--- src/rtl/composer_pkg.sv ---
// Shared types and PS/2 scancode constants for the composer sequencing controller.
package composer_pkg;

  typedef enum logic [2:0] {
    MODE_MENU   = 3'd0,
    MODE_INSERT = 3'd1,
    MODE_DELETE = 3'd2,
    MODE_PLAY   = 3'd3,
    MODE_END    = 3'd4
  } mode_e;

  typedef enum logic [2:0] {
    S_MENU      = 3'd0,
    S_INS_IDLE  = 3'd1,
    S_INS_BUSY  = 3'd2,
    S_DEL_STEP  = 3'd3,
    S_PLAY_NOTE = 3'd4,
    S_PLAY_END  = 3'd5,
    S_END       = 3'd6
  } state_e;

  localparam logic [7:0] KEY_INSERT = 8'h16;
  localparam logic [7:0] KEY_DELETE = 8'h1E;
  localparam logic [7:0] KEY_PLAY   = 8'h26;
  localparam logic [7:0] KEY_ESC    = 8'h76;
  localparam logic [7:0] KEY_BREAK  = 8'hF0;
  localparam logic [7:0] KEY_EXT    = 8'hE0;

endpackage

--- src/rtl/ps2_make_filter.sv ---
// Passes only PS/2 make codes: swallows the byte following 0xF0 and ignores 0xE0 prefixes.
module ps2_make_filter
  import composer_pkg::*;
(
  input  logic       clock,
  input  logic       reset,
  input  logic       key_valid,
  input  logic [7:0] key_code,
  output logic       make_valid,
  output logic [7:0] make_code
);

  logic break_q;
  logic break_d;

  always_comb begin
    break_d    = break_q;
    make_valid = 1'b0;
    // Extended prefix leaves the pending-break flag untouched.
    if (key_valid && key_code != KEY_EXT) begin
      if (key_code == KEY_BREAK) begin
        break_d = 1'b1;
      end else if (break_q) begin
        break_d = 1'b0;
      end else begin
        make_valid = 1'b1;
      end
    end
  end

  always_ff @(posedge clock) begin
    if (reset) begin
      break_q <= 1'b0;
    end else begin
      break_q <= break_d;
    end
  end

  assign make_code = key_code;

endmodule

--- src/rtl/composer_ctrl.sv ---
// Composer sequencer: key-driven mode FSM, song pointer/count and record/erase/play timing.
// Define COMPOSER_LOOP_PLAY_EN to make playback wrap to the first note until Esc.
//
// state       | meaning
// S_MENU      | main menu, waiting for a command key
// S_INS_IDLE  | insert screen, next make code is recorded
// S_INS_BUSY  | hold-off after a record, keys dropped
// S_DEL_STEP  | one-cycle delete of the last note, then menu
// S_PLAY_NOTE | sounding note_addr for NOTE_TICKS cycles
// S_PLAY_END  | song_done cycle before returning to menu
// S_END       | absorbing; only reset leaves
module composer_ctrl
  import composer_pkg::*;
#(
  parameter int MAX_NOTES    = 32,
  parameter int ADDR_W       = 5,
  parameter int INSERT_TICKS = 5000000,
  parameter int NOTE_TICKS   = 25000000,
  parameter int TICK_W       = 25
) (
  input  logic              clock,
  input  logic              reset,
  input  logic              key_valid,
  input  logic [7:0]        key_code,
  output logic [2:0]        mode,
  output logic              record_en,
  output logic              erase_en,
  output logic              play_en,
  output logic [7:0]        note_code,
  output logic [ADDR_W-1:0] note_addr,
  output logic [ADDR_W:0]   note_count,
  output logic              busy,
  output logic              song_done
);

  localparam logic [ADDR_W:0]   MAX_COUNT = (ADDR_W+1)'(MAX_NOTES);
  localparam logic [TICK_W-1:0] INS_LAST  = TICK_W'(INSERT_TICKS - 1);
  localparam logic [TICK_W-1:0] NOTE_LAST = TICK_W'(NOTE_TICKS - 1);

  logic       make_valid;
  logic [7:0] make_code;

  ps2_make_filter u_filter (
    .clock      (clock),
    .reset      (reset),
    .key_valid  (key_valid),
    .key_code   (key_code),
    .make_valid (make_valid),
    .make_code  (make_code)
  );

  state_e            state_q, state_d;
  logic [TICK_W-1:0] cnt_q, cnt_d;
  logic [ADDR_W-1:0] note_addr_q, note_addr_d;
  logic [ADDR_W:0]   note_count_q, note_count_d;
  logic [7:0]        note_code_q, note_code_d;
  logic              record_en_q, record_en_d;
  logic              erase_en_q, erase_en_d;
  logic              song_done_q, song_done_d;

  logic            tc;
  logic [ADDR_W:0] addr_inc;
  mode_e           mode_sel;

  assign tc = ((state_q == S_INS_BUSY)  && (cnt_q == INS_LAST)) ||
              ((state_q == S_PLAY_NOTE) && (cnt_q == NOTE_LAST));
  assign addr_inc = {1'b0, note_addr_q} + (ADDR_W+1)'(1);

  always_comb begin
    state_d      = state_q;
    note_addr_d  = note_addr_q;
    note_count_d = note_count_q;
    note_code_d  = note_code_q;
    record_en_d  = 1'b0;
    erase_en_d   = 1'b0;
    song_done_d  = 1'b0;
    cnt_d        = '0;

    unique case (state_q)
      S_MENU: begin
        if (make_valid) begin
          case (make_code)
            KEY_INSERT: state_d = S_INS_IDLE;
            KEY_DELETE: begin
              state_d = S_DEL_STEP;
              if (note_count_q != '0) begin
                note_addr_d  = note_count_q[ADDR_W-1:0] - ADDR_W'(1);
                note_count_d = note_count_q - (ADDR_W+1)'(1);
                erase_en_d   = 1'b1;
              end
            end
            KEY_PLAY: begin
              if (note_count_q != '0) begin
                state_d     = S_PLAY_NOTE;
                note_addr_d = '0;
              end
            end
            KEY_ESC: state_d = S_END;
            default: ;
          endcase
        end
      end

      S_INS_IDLE: begin
        if (make_valid) begin
          if (make_code == KEY_ESC) begin
            state_d = S_MENU;
          end else if (note_count_q < MAX_COUNT) begin
            note_code_d  = make_code;
            note_addr_d  = note_count_q[ADDR_W-1:0];
            note_count_d = note_count_q + (ADDR_W+1)'(1);
            record_en_d  = 1'b1;
            state_d      = S_INS_BUSY;
          end
        end
      end

      S_INS_BUSY: begin
        if (tc) begin
          state_d = S_INS_IDLE;
        end
      end

      S_DEL_STEP: state_d = S_MENU;

      S_PLAY_NOTE: begin
        // A key landing on the terminal-count cycle is dropped, Esc included.
        if (tc) begin
          note_addr_d = note_addr_q + ADDR_W'(1);
          if (addr_inc == note_count_q) begin
`ifdef COMPOSER_LOOP_PLAY_EN
            note_addr_d = '0;
            song_done_d = 1'b1;
`else
            state_d     = S_PLAY_END;
            song_done_d = 1'b1;
`endif
          end
        end else if (make_valid && make_code == KEY_ESC) begin
          state_d = S_MENU;
        end
      end

      S_PLAY_END: state_d = S_MENU;

      S_END: ;

      default: state_d = S_MENU;
    endcase

    // Counter restarts on every state entry and after each note.
    if (state_d == state_q && (state_q == S_INS_BUSY || state_q == S_PLAY_NOTE) && !tc) begin
      cnt_d = cnt_q + TICK_W'(1);
    end
  end

  always_ff @(posedge clock) begin
    if (reset) begin
      state_q      <= S_MENU;
      cnt_q        <= '0;
      note_addr_q  <= '0;
      note_count_q <= '0;
      note_code_q  <= '0;
      record_en_q  <= 1'b0;
      erase_en_q   <= 1'b0;
      song_done_q  <= 1'b0;
    end else begin
      state_q      <= state_d;
      cnt_q        <= cnt_d;
      note_addr_q  <= note_addr_d;
      note_count_q <= note_count_d;
      note_code_q  <= note_code_d;
      record_en_q  <= record_en_d;
      erase_en_q   <= erase_en_d;
      song_done_q  <= song_done_d;
    end
  end

  always_comb begin
    mode_sel = MODE_MENU;
    unique case (state_q)
      S_INS_IDLE, S_INS_BUSY:  mode_sel = MODE_INSERT;
      S_DEL_STEP:              mode_sel = MODE_DELETE;
      S_PLAY_NOTE, S_PLAY_END: mode_sel = MODE_PLAY;
      S_END:                   mode_sel = MODE_END;
      default:                 mode_sel = MODE_MENU;
    endcase
  end

  assign mode       = mode_sel;
  assign busy       = (state_q == S_INS_BUSY) || (state_q == S_PLAY_NOTE);
  assign play_en    = (state_q == S_PLAY_NOTE);
  assign record_en  = record_en_q;
  assign erase_en   = erase_en_q;
  assign song_done  = song_done_q;
  assign note_code  = note_code_q;
  assign note_addr  = note_addr_q;
  assign note_count = note_count_q;

endmodule

--- config.mk ---
export PLATFORM = sky130hd
export DESIGN_NAME = composer_ctrl
export DESIGN_NICKNAME = d
export VERILOG_FILES = /design/src/rtl/composer_pkg.sv /design/src/rtl/ps2_make_filter.sv /design/src/rtl/composer_ctrl.sv
export SDC_FILE = /design/constraint.sdc
export NUM_CORES = 1
export LEC_CHECK = 0
export ABC_AREA = 1
export CAP_MARGIN = 20
export CORE_MARGIN = 3
export CORE_UTILIZATION = 35
export DETAILED_ROUTE_END_ITERATION = 16
export GPL_TIMING_DRIVEN = 0
export HOLD_SLACK_MARGIN = 0.1
export PLACE_DENSITY = 0.65
export SYNTH_ARGS = -nofsm -noshare
export SYNTH_HDL_FRONTEND = slang
export SYNTH_SLANG_ARGS = --single-unit
--- constraint.sdc ---
create_clock -name clock -period 5 [get_ports clock]
set_input_delay 1.25 -clock clock [delete_from_list [all_inputs] [get_ports clock]]
set_output_delay 1.25 -clock clock [all_outputs]
set_load 0.01 [all_outputs]
==> metrics.md, run 1 <==
| Metric | Value |
|---|---|
| Outcome | complete, no violations |
| Row count | 34 |
| Slew margin rel. | 62.5% |
| Syn avg cell area | 6.87 µm² |
| CP Max Fanout | 7 |
| Layout Cells excl Fill | 634 |
| ANT nets after route | 0 |
| HP Start | u_filter.break_q$_SDFFE_PP0P_ |
| Syn_nets | 507 |
| Worst reg2reg setup slack | 2.75 ns |
| RSZ-0062 raised after global routing | false |
| Fin nets | 551 |
| Area occupied by multi-input gates | 1970 µm² |
| P&R area growth vs syn | 18.1% |
| Antenna violations before repair | 0 |
| Commonest non-fill, non-tap cell in the layout | nand2_1 |
| Ys flop type | dfxtp_1 |
| Post-CTS Hold Buffers | 0 |
| Starting Density | 37.0% |
| Via Count | 3054 |
| DRC viols | 0 |
| Fraction of registers with async set/reset | 0% |
| Synthesized area | 3310 µm² |
| DIE HEIGHT | 103 µm |
| Postcts setup bufs | 0 |
| Resize count post-CTS | 0 |
| Number of synthesized flops with an enable pin | 0 |
| Hold Path Class | flop to flop |
| Routed wire length per instance | 12.4 µm |
| Register Area | 1020 µm² |
| CTS buffer count | 5 |
| Pwr dens | 179 nW/µm² |
| Clock sink count | 51 |
| Core Box Area | 8930 µm² |
| Syn. warnings | 0 |
| Fill cells | 965 |
| Peak Freq | 0.300 GHz |
| Worst Path Arrival | 2.08 ns |
| #FFs+latches synth | 51 |
| Number of distinct library cells after synthesis | 36 |
| Least-Margin Pin Slew | 0.557 ns |
| Peak VDD IR | 0.132 mV |
| Worst R2R Start | state_q[1]$_SDFF_PP0_ |
| Seq/Total Area, Yosys | 30.9% |
| CP max stage delay | 0.49 ns |
| Drt pass-1 iters | 4 |
| Critical path class | flop to output pin |
| CP endpoint kind | output pin |
| Hold Path Stages | 2 |
| Setup-failing EPs final | 0 |
| Most frequent cells in the layout | nand2_1, nor2_1, inv_1 |
| Hold Fails Final Rpt | 0 |
| CTS tree | yes |
| Number of port buffers | 37 |
| WHS | 0.507 ns |
| CP Cell Sequence | inv_2, nand3_4, inv_1, nor2_1, nand2_1, clkdlybuf4s50_1 |
| First DRT Iteration DRCs | 110 |
| Mapped Cells | 481 |
| Clock root buffer | clkbuf_8 |
| Req. time, crit path | 3.75 ns |
| Worst path slowest cell | clkdlybuf4s50_1 |
| First-pass GRT wire length | 13.3 mm |
| Die ar. | 10600 µm² |
| Via density per instance | 4.82 |
| Slew Viols, Final | 0 |
| GRT Overall Usage | 15.4% |
| Clk buf depth | 2 |
| Total grt overflow | 0 |
| N_diodes | 0 |
| CTS H-tree lvls | 2 |
| Number of global-route vias before repair | 2953 |
| R2r endpoint | note_count[5]$_SDFFE_PP0P_ |
| Clock slew at reported path FFs | 0.10 ns |
| Final min period | 3.33 ns |
| # IOs | 38 |
| Largest net degree at the start of global routing | 18 |
| Critical Path Start | state_q[1]$_SDFF_PP0_ |
| Detail Placement HPWL | 6.05 mm |
| RePlAce Congestion | 0.884 |
| WL final | 7.83 mm |
| Max cap viols | 0 |
| Dpl cells | 626 |
| Leakage power | 1.51 nW |
| CP Launch Type | flop |
| Die span in x | 103 µm |
| Final setup TNS | 0 ns |
| Hold Path End | u_filter.break_q$_SDFFE_PP0P_ |
| Reg2Reg Depth | 13 |
| Worst clock skew | 0.0140 ns |
| Tcrit/Tclk final | 66.6% |
| Share of post-route cells with drive strength above 1 | 11.0% |
| Worst-Skew Late Latency | 0.31 ns |
[layout make-up]
cell class | count | share of cell area [%]
tap | 108 | 3.46
clock buffer | 5 | 1.76
sequential | 51 | 26.2
multi-input combinational | 352 | 50.4
clock inverter | 3 | 0.609
buffer | 6 | 1.15
inverter | 72 | 6.99
timing repair buffer | 37 | 9.49
[worst max-delay path, delay by kind of cell, from the launching register on]
family / cells / cell delay, ns
DFF: 1 / 0.46
and+or+nand+nor: 3 / 0.55
buffers and inverters: 3 / 0.75
[cell usage after synthesis, types with 3 or more instances]
cell type,number,area [µm²]
o21ai_0,13,65.1
nand3_1,32,160
inv_2,8,30.0
nor2_4,3,33.8
inv_1,63,236
nand2_1,88,330
nand4_1,7,43.8
nor4_1,3,18.8
nand2_2,4,25.0
xor2_1,28,245
dfxtp_1,51,1020
nor2_2,19,119
xnor2_1,8,70.1
nor3_1,13,65.1
ha_1,14,175
a21oi_1,22,110
nor2_1,76,285
[state kept, by name (all words and copies together) (netlist names)]
name              count
cnt_q                25
note_addr             5
record_en             1
state_q               3
song_done             1
erase_en              1
u_filter.break_q      1
note_count            6
note_code             8
[cells by family (layout without fill, tap and decap cells)]
family	count (synthesis)	after routing	share of synthesized area, %
buffers and inverters	78	123	9.61
xor gates and xnor gates	36	36	9.54
DFF	51	51	30.9
and+or+nand+nor	259	259	37.1
adders and majority gates	15	15	5.90
AOI/OAI and AO/OA	42	42	6.96
[per-stage QoR]
stage | utilization [%] | area, µm² | total power, mW | worst slack (ns)
after floorplan | - | 3310 | 0.434 | 2.60
after global placement | 42.7 | 3810 | 0.450 | 1.87
after detailed placement | 42.7 | 3810 | 0.450 | 1.85
after CTS | 43.7 | 3900 | 0.707 | 1.64
after global routing | 43.7 | 3900 | 0.725 | 1.58
final | 43.7 | 3900 | 0.698 | 1.67
[how the worst max path moves through the flow]
stage,end,slack [ns]
final,mode[0],1.67
after global placement,cnt_q[7]$_SDFF_PP0_,1.87
after floorplan,cnt_q[10]$_SDFF_PP0_,2.60
after detailed placement,note_count[5]$_SDFFE_PP0P_,1.85
after global routing,mode[0],1.58
after CTS,mode[0],1.64
[layer usage]
metal | share of wire, % | wire [µm] | global-route usage, % | vias to the layer above
met3 | 3.9 | 302 | 2.62 | 6
met4 | 1.1 | 89 | 3.98 | 0
met5 | 0 | 0 | 0 | -
met2 | 48 | 3790 | 27.6 | 63
li1 | - | - | - | 1605
met1 | 47 | 3650 | 19.2 | 1380
[power by group]
part | leakage (nW) | internal (mW) | switching (mW)
clock network | 0.0408 | 0.101 | 0.156
registers | 0.411 | 0.407 | 0.000677
logic | 1.06 | 0.0142 | 0.0198
total | 1.51 | 0.521 | 0.176
Note: power is estimated with default switching activity, not from simulation.
==> run 2, diff against run 1 <==
- clock period: 5 -> 3.2 ns (I/O delays scaled with it)
==> results of run 2 <==
The final DEF is identical to that of run 1. Status: complete, no violations.
Among the figures that moved: setup slack after placement 1.85 ns -> 0.501 ns; setup slack after layout 1.67 ns -> 0.322 ns; register-to-register setup slack 2.75 ns -> 0.95 ns; total power 0.698 mW -> 1.09 mW; worst IR drop on VDD 0.132 mV -> 0.206 mV
==> run 3, diff against run 2 <==
- REMOVE_ABC_BUFFERS: default -> 1
==> run 3 against run 2 <==
  * Combinational power is 3% lower
  * Via count is 1.4% lower
  * Non-clock buffer count is 6 lower
  * Clock-buffer cell count is 1 higher
  * Setup slack worse by 0.035 ns
  * Final cell count is 0.95% lower
  * Critical path type unchanged
  * Highest routed layer unchanged
==> metrics.md, run 3 (synthesis results as in run 1) <==
| Metric | Value |
|---|---|
| Outcome | complete, no violations |
| Worst Path Arrival | 2.11 ns (+0.03 ns) |
| Die ar. | 10600 µm² (unchanged) |
| First-pass GRT wire length | 12.5 mm (-5.9%) |
| P&R area growth vs syn | 17.3% |
| Wire length on met3 | 382 µm (+26%) |
| Peak VDD IR | 0.182 mV |
| Largest register by flop count | cnt_q |
| WL met1 | 3.85 mm (+5.4%) |
| Resize count post-CTS | 0 (unchanged) |
| Die span in x | 103 µm (unchanged) |
| GRT Overall Usage | 14.4% (-1.0 points) |
| Final min period | 2.91 ns |
| N_diodes | 0 (unchanged) |
| CP endpoint kind | output pin |
| Setup-failing EPs final | 0 (unchanged) |
| Slew Viols, Final | 0 (unchanged) |
| Critical path class | flop to output pin |
| Clock slew at reported path FFs | 0.10 ns (about the same) |
| Detail Placement HPWL | 5.70 mm (-5.9%) |
| Clock sink count | 51 (unchanged) |
| Highest routed layer | met4 |
| Total grt overflow | 0 (unchanged) |
| Max cap viols | 0 (unchanged) |
| Worst clock skew | 0.0111 ns (-0.00289 ns) |
| Row count | 34 (unchanged) |
| Antenna violations before repair | 0 (unchanged) |
| Commonest non-fill, non-tap cell in the layout | nand2_1 |
| Via density per instance | 4.79 (-0.50%) |
| ANT nets after route | 0 (unchanged) |
| RSZ-0062 raised after global routing | false |
| Post-CTS Hold Buffers | 0 (unchanged) |
| CP Max Fanout | 9 (+2) |
| Leakage power | 1.50 nW (-0.67%) |
| CTS buffer count | 5 (unchanged) |
| Drt pass-1 iters | 5 (+1) |
| Routed wire length per instance | 11.9 µm (-4.0%) |
| # IOs | 38 (unchanged) |
| Slew margin rel. | 57.3% (-5.2 points) |
| First DRT Iteration DRCs | 123 (+12%) |
| CTS H-tree lvls | 2 (unchanged) |
| Largest net degree at the start of global routing | 26 (+8) |
| RePlAce Congestion | 0.883 (about the same) |
| Number of global-route vias before repair | 2735 (-7.4%) |
| Fill cells | 933 (-3.3%) |
| WL final | 7.45 mm (-4.9%) |
| CTS tree | yes |
| Worst-Skew Late Latency | 0.31 ns (about the same) |
| Starting Density | 37.0% (unchanged) |
| Pwr dens | 296 nW/µm² |
| Least-Margin Pin Slew | 0.635 ns (+0.0771 ns) |
| Peak Freq | 0.343 GHz |
| Clock root buffer | clkbuf_8 |
| Tcrit/Tclk final | 91.1% |
| Fin nets | 545 (-1.1%) |
| Most frequent cells in the layout | nand2_1, nor2_1, inv_1 |
| Via Count | 3010 (-1.4%) |
| Number of port buffers | 37 (unchanged) |
| CP Launch Type | flop |
| Met2 wire len | 3.15 mm (-17%) |
| Hold Fails Final Rpt | 0 (unchanged) |
| Core Box Area | 8930 µm² (unchanged) |
| DIE HEIGHT | 103 µm (unchanged) |
| Postcts setup bufs | 0 (unchanged) |
| Final setup TNS | 0 ns (unchanged) |
| Req. time, crit path | 2.40 ns |
| Share of post-route cells with drive strength above 1 | 10.2% (-0.83 points) |
| Clk buf depth | 2 (unchanged) |
| Largest register FFs | 25 (unchanged) |
| Hold Path Class | flop to flop |
| WHS | 0.483 ns (-0.0237 ns) |
| DRC viols | 0 (unchanged) |
-- run 3: changes by cell type in the layout (fill, tap and decap cells not counted) --
cell        previous run  this run
bufinv_16              0         1
buf_6                  2         0
clkinvlp_4             2         0
clkbuf_1               2         1
buf_4                  2         0
-- run 3: worst paths after layout --
kind                            cells after the start  slack [ns]                     startpoint                       endpoint
worst max register to register                     13        0.99          state_q[1]$_SDFF_PP0_     note_count[5]$_SDFFE_PP0P_
worst min register to register                      2        0.48  u_filter.break_q$_SDFFE_PP0P_  u_filter.break_q$_SDFFE_PP0P_
worst max-delay path                                5        0.29          state_q[2]$_SDFF_PP0_                        mode[0]
worst min-delay path                                2        0.48  u_filter.break_q$_SDFFE_PP0P_  u_filter.break_q$_SDFFE_PP0P_
-- run 3: metal layers --
| metal | up-vias | GRT usage (%) |
|---|---|---|
| met3 | 7 | 2.75 |
| met1 | 1343 | 20.9 |
| li1 | 1591 | - |
| met2 | 69 | 22.1 |
| met4 | 0 | 3.88 |
| met5 | - | 0 |
-- run 3: layout make-up --
class	count	area [µm²]	area share, %
clock buffer	6	72.6	1.87
clock inverter	2	38.8	1.00
inverter	72	273	7.03
multi-input combinational	352	1970	50.7
sequential	51	1020	26.3
tap	108	135	3.49
timing repair buffer	37	370	9.55
-- run 3: per-stage QoR --
step | std cells | util, % | power (mW) | setup WS [ns] | area, µm²
2_1_floorplan | 475 | - | 0.676 | 1.25 | 3260
3_3_place_gp | 620 | 42.2 | 0.702 | 0.441 | 3770
3_5_place_dp | 620 | 42.2 | 0.703 | 0.381 | 3770
4_1_cts | 628 | 43.4 | 1.17 | 0.278 | 3880
5_1_grt | 628 | 43.4 | 1.20 | 0.0970 | 3880
6_report | 628 | 43.4 | 1.15 | 0.286 | 3880
-- run 3: critical path: stages (launching register included) --
cell,delay [ns]
dfxtp_1,0.64
nand3_4,0.20
inv_1,0.22
nor2_1,0.13
nand2_1,0.09
clkdlybuf4s50_1,0.53
-- run 3: power by group --
| group | switching [mW] | internal [mW] | leakage [nW] |
|---|---|---|---|
| Clock | 0.223 | 0.237 | 0.0558 |
| Sequential | 0.00118 | 0.635 | 0.411 |
| Combinational | 0.0301 | 0.0213 | 1.03 |
| Total | 0.254 | 0.893 | 1.50 |
